File: config.mk
export PLATFORM = sky130hd
export DESIGN_NAME = multicycle_control
export DESIGN_NICKNAME = d
export VERILOG_FILES = /design/src/rtl/multicycle_control.sv
export SDC_FILE = /design/constraint.sdc
export NUM_CORES = 1
export LEC_CHECK = 0
export ABC_CLOCK_PERIOD_IN_PS = 1700
export BUFFER_PORTS_ARGS = -buffer_cell sky130_fd_sc_hd__buf_4
export CORE_MARGIN = 2
export CORE_UTILIZATION = 35
export DETAILED_ROUTE_END_ITERATION = 16
export PLACE_DENSITY = 0.78
export SYNTH_ARGS = -nofsm -noshare
export SYNTH_HDL_FRONTEND = slang
export SYNTH_SLANG_ARGS = --single-unit
File: constraint.sdc
create_clock -name clk -period 1.7 [get_ports clk]
set_clock_uncertainty 0.15 [all_clocks]
set_input_delay 0.34 -clock clk [delete_from_list [all_inputs] [get_ports clk]]
set_output_delay 0.34 -clock clk [all_outputs]
set_load 0.02 [all_outputs]
File: src/rtl/multicycle_control.sv
// Multicycle MIPS-style control FSM: state register plus combinational outputs from state, Opcode, Zero and MemReady.
// Optional MEM_HANDSHAKE_EN: when defined, MemReady stalls FETCH/MEM_READ/MEM_WRITE; otherwise memory is assumed always ready.
module multicycle_control #(
  parameter logic [5:0] JR_FUNCT = 6'b001000
) (
  input  logic       clk,
  input  logic       rst_n,
  input  logic [5:0] Opcode,
  input  logic [5:0] Function,
  input  logic       Zero,
  input  logic       MemReady,
  output logic       PCWrite,
  output logic       PCWriteCond,
  output logic       PCEn,
  output logic       IorD,
  output logic       MemRead,
  output logic       MemWrite,
  output logic       IRWrite,
  output logic       RegDst,
  output logic       RegWrite,
  output logic       MemtoReg,
  output logic       ALUSrcA,
  output logic [1:0] ALUSrcB,
  output logic [1:0] ALUOp,
  output logic [1:0] PCSource,
  output logic       IllegalOp,
  output logic [3:0] State
);

  typedef enum logic [3:0] {
    S_FETCH     = 4'd0,
    S_DECODE    = 4'd1,
    S_MEM_ADDR  = 4'd2,
    S_MEM_READ  = 4'd3,
    S_MEM_WB    = 4'd4,
    S_MEM_WRITE = 4'd5,
    S_R_EXEC    = 4'd6,
    S_R_WB      = 4'd7,
    S_BRANCH    = 4'd8,
    S_JUMP      = 4'd9,
    S_I_EXEC    = 4'd10,
    S_I_WB      = 4'd11,
    S_JR        = 4'd12,
    S_IDLE      = 4'd15
  } state_t;

  localparam logic [5:0] OP_RTYPE = 6'b000000;
  localparam logic [5:0] OP_LW    = 6'b100011;
  localparam logic [5:0] OP_SW    = 6'b101011;
  localparam logic [5:0] OP_BEQ   = 6'b000100;
  localparam logic [5:0] OP_J     = 6'b000010;
  localparam logic [5:0] OP_ADDI  = 6'b001000;
  localparam logic [5:0] OP_SLTI  = 6'b001010;

  state_t state_q, state_d;
  logic   ready;

`ifdef MEM_HANDSHAKE_EN
  assign ready = MemReady;
`else
  logic unused_mem_ready;
  assign unused_mem_ready = MemReady;
  assign ready = 1'b1;
`endif

  always_ff @(posedge clk or negedge rst_n) begin
    if (!rst_n) state_q <= S_IDLE;
    else        state_q <= state_d;
  end

  assign State = state_q;
  assign PCEn  = PCWrite | (PCWriteCond & Zero);

  always_comb begin
    state_d     = state_q;
    PCWrite     = 1'b0;
    PCWriteCond = 1'b0;
    IorD        = 1'b0;
    MemRead     = 1'b0;
    MemWrite    = 1'b0;
    IRWrite     = 1'b0;
    RegDst      = 1'b0;
    RegWrite    = 1'b0;
    MemtoReg    = 1'b0;
    ALUSrcA     = 1'b0;
    ALUSrcB     = 2'b00;
    ALUOp       = 2'b00;
    PCSource    = 2'b00;
    IllegalOp   = 1'b0;
    case (state_q)
      S_IDLE: state_d = S_FETCH;
      S_FETCH: begin
        MemRead = 1'b1;
        ALUSrcB = 2'b01;
        ALUOp   = 2'b11;
        // IR and PC update only in the cycle the instruction word arrives
        IRWrite = ready;
        PCWrite = ready;
        if (ready) state_d = S_DECODE;
      end
      S_DECODE: begin
        ALUSrcB = 2'b11;
        ALUOp   = 2'b11;
        case (Opcode)
          OP_RTYPE:       state_d = (Function == JR_FUNCT) ? S_JR : S_R_EXEC;
          OP_LW, OP_SW:   state_d = S_MEM_ADDR;
          OP_BEQ:         state_d = S_BRANCH;
          OP_J:           state_d = S_JUMP;
          OP_ADDI, OP_SLTI: state_d = S_I_EXEC;
          default: begin
            IllegalOp = 1'b1;
            state_d   = S_FETCH;
          end
        endcase
      end
      S_MEM_ADDR: begin
        ALUSrcA = 1'b1;
        ALUSrcB = 2'b10;
        ALUOp   = 2'b11;
        state_d = (Opcode == OP_LW) ? S_MEM_READ : S_MEM_WRITE;
      end
      S_MEM_READ: begin
        MemRead = 1'b1;
        IorD    = 1'b1;
        if (ready) state_d = S_MEM_WB;
      end
      S_MEM_WB: begin
        RegWrite = 1'b1;
        MemtoReg = 1'b1;
        state_d  = S_FETCH;
      end
      S_MEM_WRITE: begin
        MemWrite = 1'b1;
        IorD     = 1'b1;
        if (ready) state_d = S_FETCH;
      end
      S_R_EXEC: begin
        ALUSrcA = 1'b1;
        state_d = S_R_WB;
      end
      S_R_WB: begin
        RegWrite = 1'b1;
        RegDst   = 1'b1;
        state_d  = S_FETCH;
      end
      S_BRANCH: begin
        ALUSrcA     = 1'b1;
        ALUOp       = 2'b01;
        PCWriteCond = 1'b1;
        PCSource    = 2'b01;
        state_d     = S_FETCH;
      end
      S_JUMP: begin
        PCWrite  = 1'b1;
        PCSource = 2'b10;
        state_d  = S_FETCH;
      end
      S_JR: begin
        PCWrite  = 1'b1;
        PCSource = 2'b11;
        state_d  = S_FETCH;
      end
      S_I_EXEC: begin
        ALUSrcA = 1'b1;
        ALUSrcB = 2'b10;
        ALUOp   = (Opcode == OP_SLTI) ? 2'b10 : 2'b11;
        state_d = S_I_WB;
      end
      S_I_WB: begin
        RegWrite = 1'b1;
        state_d  = S_FETCH;
      end
      default: state_d = S_IDLE;
    endcase
  end

endmodule

==> flow_summary.yaml, run 1 <==
placed_design:
  dpl.hpwl_mm: 1.77
  numPortBuffers: 36
  gp_congestion: 0.786
  placed_cell_area_um2: 1170
clocking:
  clock_sinks: 4
  cts_root_buf: "clkbuf_4"
  ctsHtreeMaxLevel: 1
  clockBufferDepth: 2
  numCtsBuffers: 3
floorplan:
  start_util_pct: 37.4
  die_w_um: 44.1
  ios: 38
  dieHeight_um: 44.1
  rows: 14
synthesis:
  synth-adder-area-share_pct: 0
  synth_compound_gate_area_share_pct: 26.4
  syn_area_um2: 563
  ys_types: 32
  synth_xor_area_share_pct: 3.11
  yosysSeqAreaShare_pct: 18.7
  syn_nets: 97
  yosys.area_share.simple_pct: 42.4
  synth_top_family_by_area: "simple AND/OR/NAND/NOR gates"
  avgSynthCellArea_um2: 6.95
  synthCells: 81
  yosysWarnings: 0
  synth.ff_latch_count: 4
  synth_mux_area_share_pct: 0
outcome:
  firstError: "[ERROR DPL-0038] Utilization greater than 100%, impossible to legalize"
  status: "did not finish"
  stop_stage: "global routing (5_1_grt)"
global_routing:
  grt_max_degree: 14
[synth_stat cells, drive strengths merged]
master   n  share of area [%]
a21o     1                1.3
a21oi    6                5.3
a221oi   2                3.1
a41o     1                1.8
and2b    1                1.6
and3b    1                1.6
and4b    1                1.8
buf      4                4.7
clkbuf   4                2.7
dfstp    4                 19
inv      3                2.0
nand2    5                3.3
nand2b   3                3.3
nand4b   1                1.6
nor2    13                8.7
nor2b    1                1.1
nor3     6                6.2
nor3b    2                2.7
nor4     5                5.6
o21a     2                2.7
o21ai    4                3.6
o21bai   1                1.3
o22ai    1                1.1
o32a     1                1.8
o41ai    2                4.4
or2      2                2.2
or3      1                1.1
or4b     1                1.8
xnor2    2                3.1
[cells by family after synthesis]
logic type,after synthesis
and+or+nand+nor,43
xor gates and xnor gates,2
DFF,4
AOI/OAI and AO/OA,21
buffers and inverters,11
[through the flow]
stage	setup slack, ns	std cells	setup TNS (ns)
floorplan	-0.151	81	-1.42
global placement	-0.133	153	-0.433
detailed placement	-0.144	153	-0.757
CTS	-0.271	170	-3.53
[repair_timing]
item | 4_1_cts
setup buffers | 13
hold endpoints to repair | 4
gates resized for setup | 35
setup endpoints to repair | 22
hold buffers | 1
pin swaps | 11
==> inputs of run 2 (changes only) <==
==> config.mk (replaced) <==
export PLATFORM = sky130hd
export DESIGN_NAME = multicycle_control
export DESIGN_NICKNAME = d
export VERILOG_FILES = /design/src/rtl/multicycle_control.sv
export SDC_FILE = /design/constraint.sdc
export NUM_CORES = 1
export LEC_CHECK = 0
export ABC_CLOCK_PERIOD_IN_PS = 2200
export BUFFER_PORTS_ARGS = -buffer_cell sky130_fd_sc_hd__buf_4
export CORE_AREA = 2 2 63 65
export DETAILED_ROUTE_END_ITERATION = 16
export DIE_AREA = 0 0 65 67
export PLACE_DENSITY_LB_ADDON = 0.15
export SYNTH_ARGS = -nofsm -noshare
export SYNTH_HDL_FRONTEND = slang
export SYNTH_SLANG_ARGS = --single-unit
==> constraint.sdc (replaced) <==
create_clock -name clk -period 2.2 [get_ports clk]
set_clock_uncertainty 0.15 [all_clocks]
set_input_delay 0.44 -clock clk [delete_from_list [all_inputs] [get_ports clk]]
set_output_delay 0.44 -clock clk [all_outputs]
set_load 0.02 [all_outputs]
==> run 2 against run 1 <==
Against the previous run:
- the flow now finishes without violations
- synthesized cell count is the same
- area after synthesis unchanged
==> flow_summary.yaml, run 2 <==
layout:
  regArea_um2: 105
  drive_gt1_share_pct: 47.5
  final_cell_mix: "buf_4 (42), nor2_1 (13), a21oi_1 (6), nand2_1 (5)"
  num_antenna_cells: 0
  syn_to_final_growth_pct: 68.7
  nFillCells: 410
  final_net_count: 136
  final_common_cell: "buf_4"
  multi_input_area_um2: 417
  largest_reg_flops: 4
clocking:
  clock_sinks: 4
  numCtsBuffers: 3
  cts_hold_buf: 0
  clk_pin_slew_ns: 0.03
  ctsResizeCount: 0
  clockBufferDepth: 2
  cts_root_buf: "clkbuf_8"
  clock_latency_ns: 0.22
  cts_tree: "done"
  cts_setup_buffers: 0
  ctsHtreeMaxLevel: 1
placed_design:
  gp_congestion: 0.714
  dpl.hpwl_mm: 1.51
  numPortBuffers: 36
timing:
  setup_viol: 0
  fin_crit_ns: 2.11
  fin_hold_ws_ns: 0.0263
  hold_viol: 0
  drv_slew: 0
  finalCritPeriodShare_pct: 95.9
  relSlewSlack_pct: 71.9
  grt_setup_unrepaired: "no"
  fmax_mhz: 474
  worst_pin_slew_ns: 0.418
synthesis:
  synth_top_area_share_pct: 18.7
  synthCells: 81
  synthTopCellsByArea: "dfstp_2 (19%), nor2_1 (8.7%), nor4_1 (5.6%)"
  syn_nets: 97
  synth.ff_latch_count: 4
  ys_types: 32
  yosysWarnings: 0
  yosysTopAreaCell: "dfstp_2"
  synth_common_cells: "nor2_1 (13), a21oi_1 (6), nand2_1 (5), nor3_1 (5), nor4_1 (5)"
  syn_area_um2: 563
  synthFlopType: "dfstp_2"
  yosysSeqAreaShare_pct: 18.7
  avgSynthCellArea_um2: 6.95
  synth_edf_count: 0
  async_flop_share_pct: 100
  post-synth-top-count-cell: "nor2_1"
floorplan:
  ios: 38
  die_w_um: 65
  design.core.area_um2: 3610
  dieHeight_um: 67
  rows: 22
  start_util_pct: 15.6
  die_area_um2: 4360
detailed_routing:
  antenna_left: 0
  drt-pass1-iter-count: 4
  vias_per_cell: 4.38
  post_drt_wl_per_cell_um: 11.2
  postRouteWirelength_mm: 1.86
  dr.first_iter.drc_count: 21
  drc_errors: 0
  vias: 727
power:
  ir_drop_mv: 0.189
  power.leakage_nw: 0.422
  power_density_nw_per_um2: 929
  power_uw: 882
worst_setup_path:
  crit_required_ns: 1.61
  worstSetupPathType: "flip-flop to output pin"
  worstReg2RegStart: "State[2]$_DFF_PN1_"
  reg2reg_to: "State[2]$_DFF_PN1_"
  crit_path_end_kind: "output pin"
  path_max_fanout: 6
  arrival_ns: 1.52
  worst-r2r-setup-slack_ns: 0.62
  startpoint_type: "flip-flop"
  rr_worst_depth: 4
global_routing:
  grt_overflow_total: 0
  antenna_found_initial: 0
  grt_pass1_vias: 697
  grt_pass1_wl_mm: 2.97
  grt_max_degree: 15
  grt_usage_pct: 8.66
flow_run:
  drv_cap: 0
outcome:
  status: "completed"
min_path:
  hp-class: "input port to async pin"
run 2: where the power goes:
group	switching [mW]	total, mW	internal (mW)	leakage (nW)
combinational	0.330	0.590	0.259	0.359
clock	0.0371	0.154	0.117	0.0216
sequential	0.0394	0.139	0.0998	0.0415
total	0.407	0.882	0.476	0.422
run 2: worst max-delay path: stages (launching register included):
cell and delay [ns]:
dfstp_2 0.57, nand2b_1 0.20, nor3_1 0.07, or2_2 0.29, buf_4 0.16
run 2: layout make-up:
class	count	share of cell area [%]
inverters	3	1.19
well taps	48	6.32
repair buffers	42	33.2
flip-flops and latches	4	11.1
multi-input cells	66	43.9
clock buffers	3	4.35
run 2: logic make-up (layout without fill, tap and decap cells):
| group | Yosys count | in the layout | share of synthesized area [%] |
|---|---|---|---|
| compound gates | 21 | 21 | 26.4 |
| xor+xnor | 2 | 2 | 3.11 |
| buf+inv | 11 | 48 | 9.33 |
| flops | 4 | 4 | 18.7 |
| simple gates | 43 | 43 | 42.4 |
run 2: per-stage QoR:
stage                     worst slack [ns]  util [%]  instance area, um^2  instances  setup TNS, ns
after floorplan                     -0.127         -                  574         81         -0.357
after global placement               0.181      25.2                  908        163              0
after detailed placement             0.228      25.2                  908        163              0
after CTS                           0.0783      26.3                  950        166              0
after global routing                0.0133      26.3                  950        166              0
final                               0.0905      26.3                  950        166              0
run 2: how the worst max path moves through the flow:
| stage | startpoint | to | slack, ns | cells after the start |
|---|---|---|---|---|
| global placement | Opcode[0] | ALUOp[0] | 0.18 | 6 |
| CTS | State[3]$_DFF_PN1_ | RegWrite | 0.08 | 4 |
| floorplan | State[1]$_DFF_PN1_ | ALUOp[1] | -0.13 | 3 |
| detailed placement | Opcode[0] | ALUOp[0] | 0.23 | 6 |
| global route | State[3]$_DFF_PN1_ | RegWrite | 0.01 | 4 |
| finish | State[3]$_DFF_PN1_ | RegWrite | 0.09 | 4 |
run 2: metal layers:
metal  up-vias  global-route usage [%]  part of all wire, %
met2        22                    14.6                   46
met5         -                       0                    0
met1       330                    10.8                   47
met4         0                    3.19                  1.5
li1        372                       -                    -
met3         3                    1.86                  6.0
Note: power is estimated with default switching activity, not from simulation.
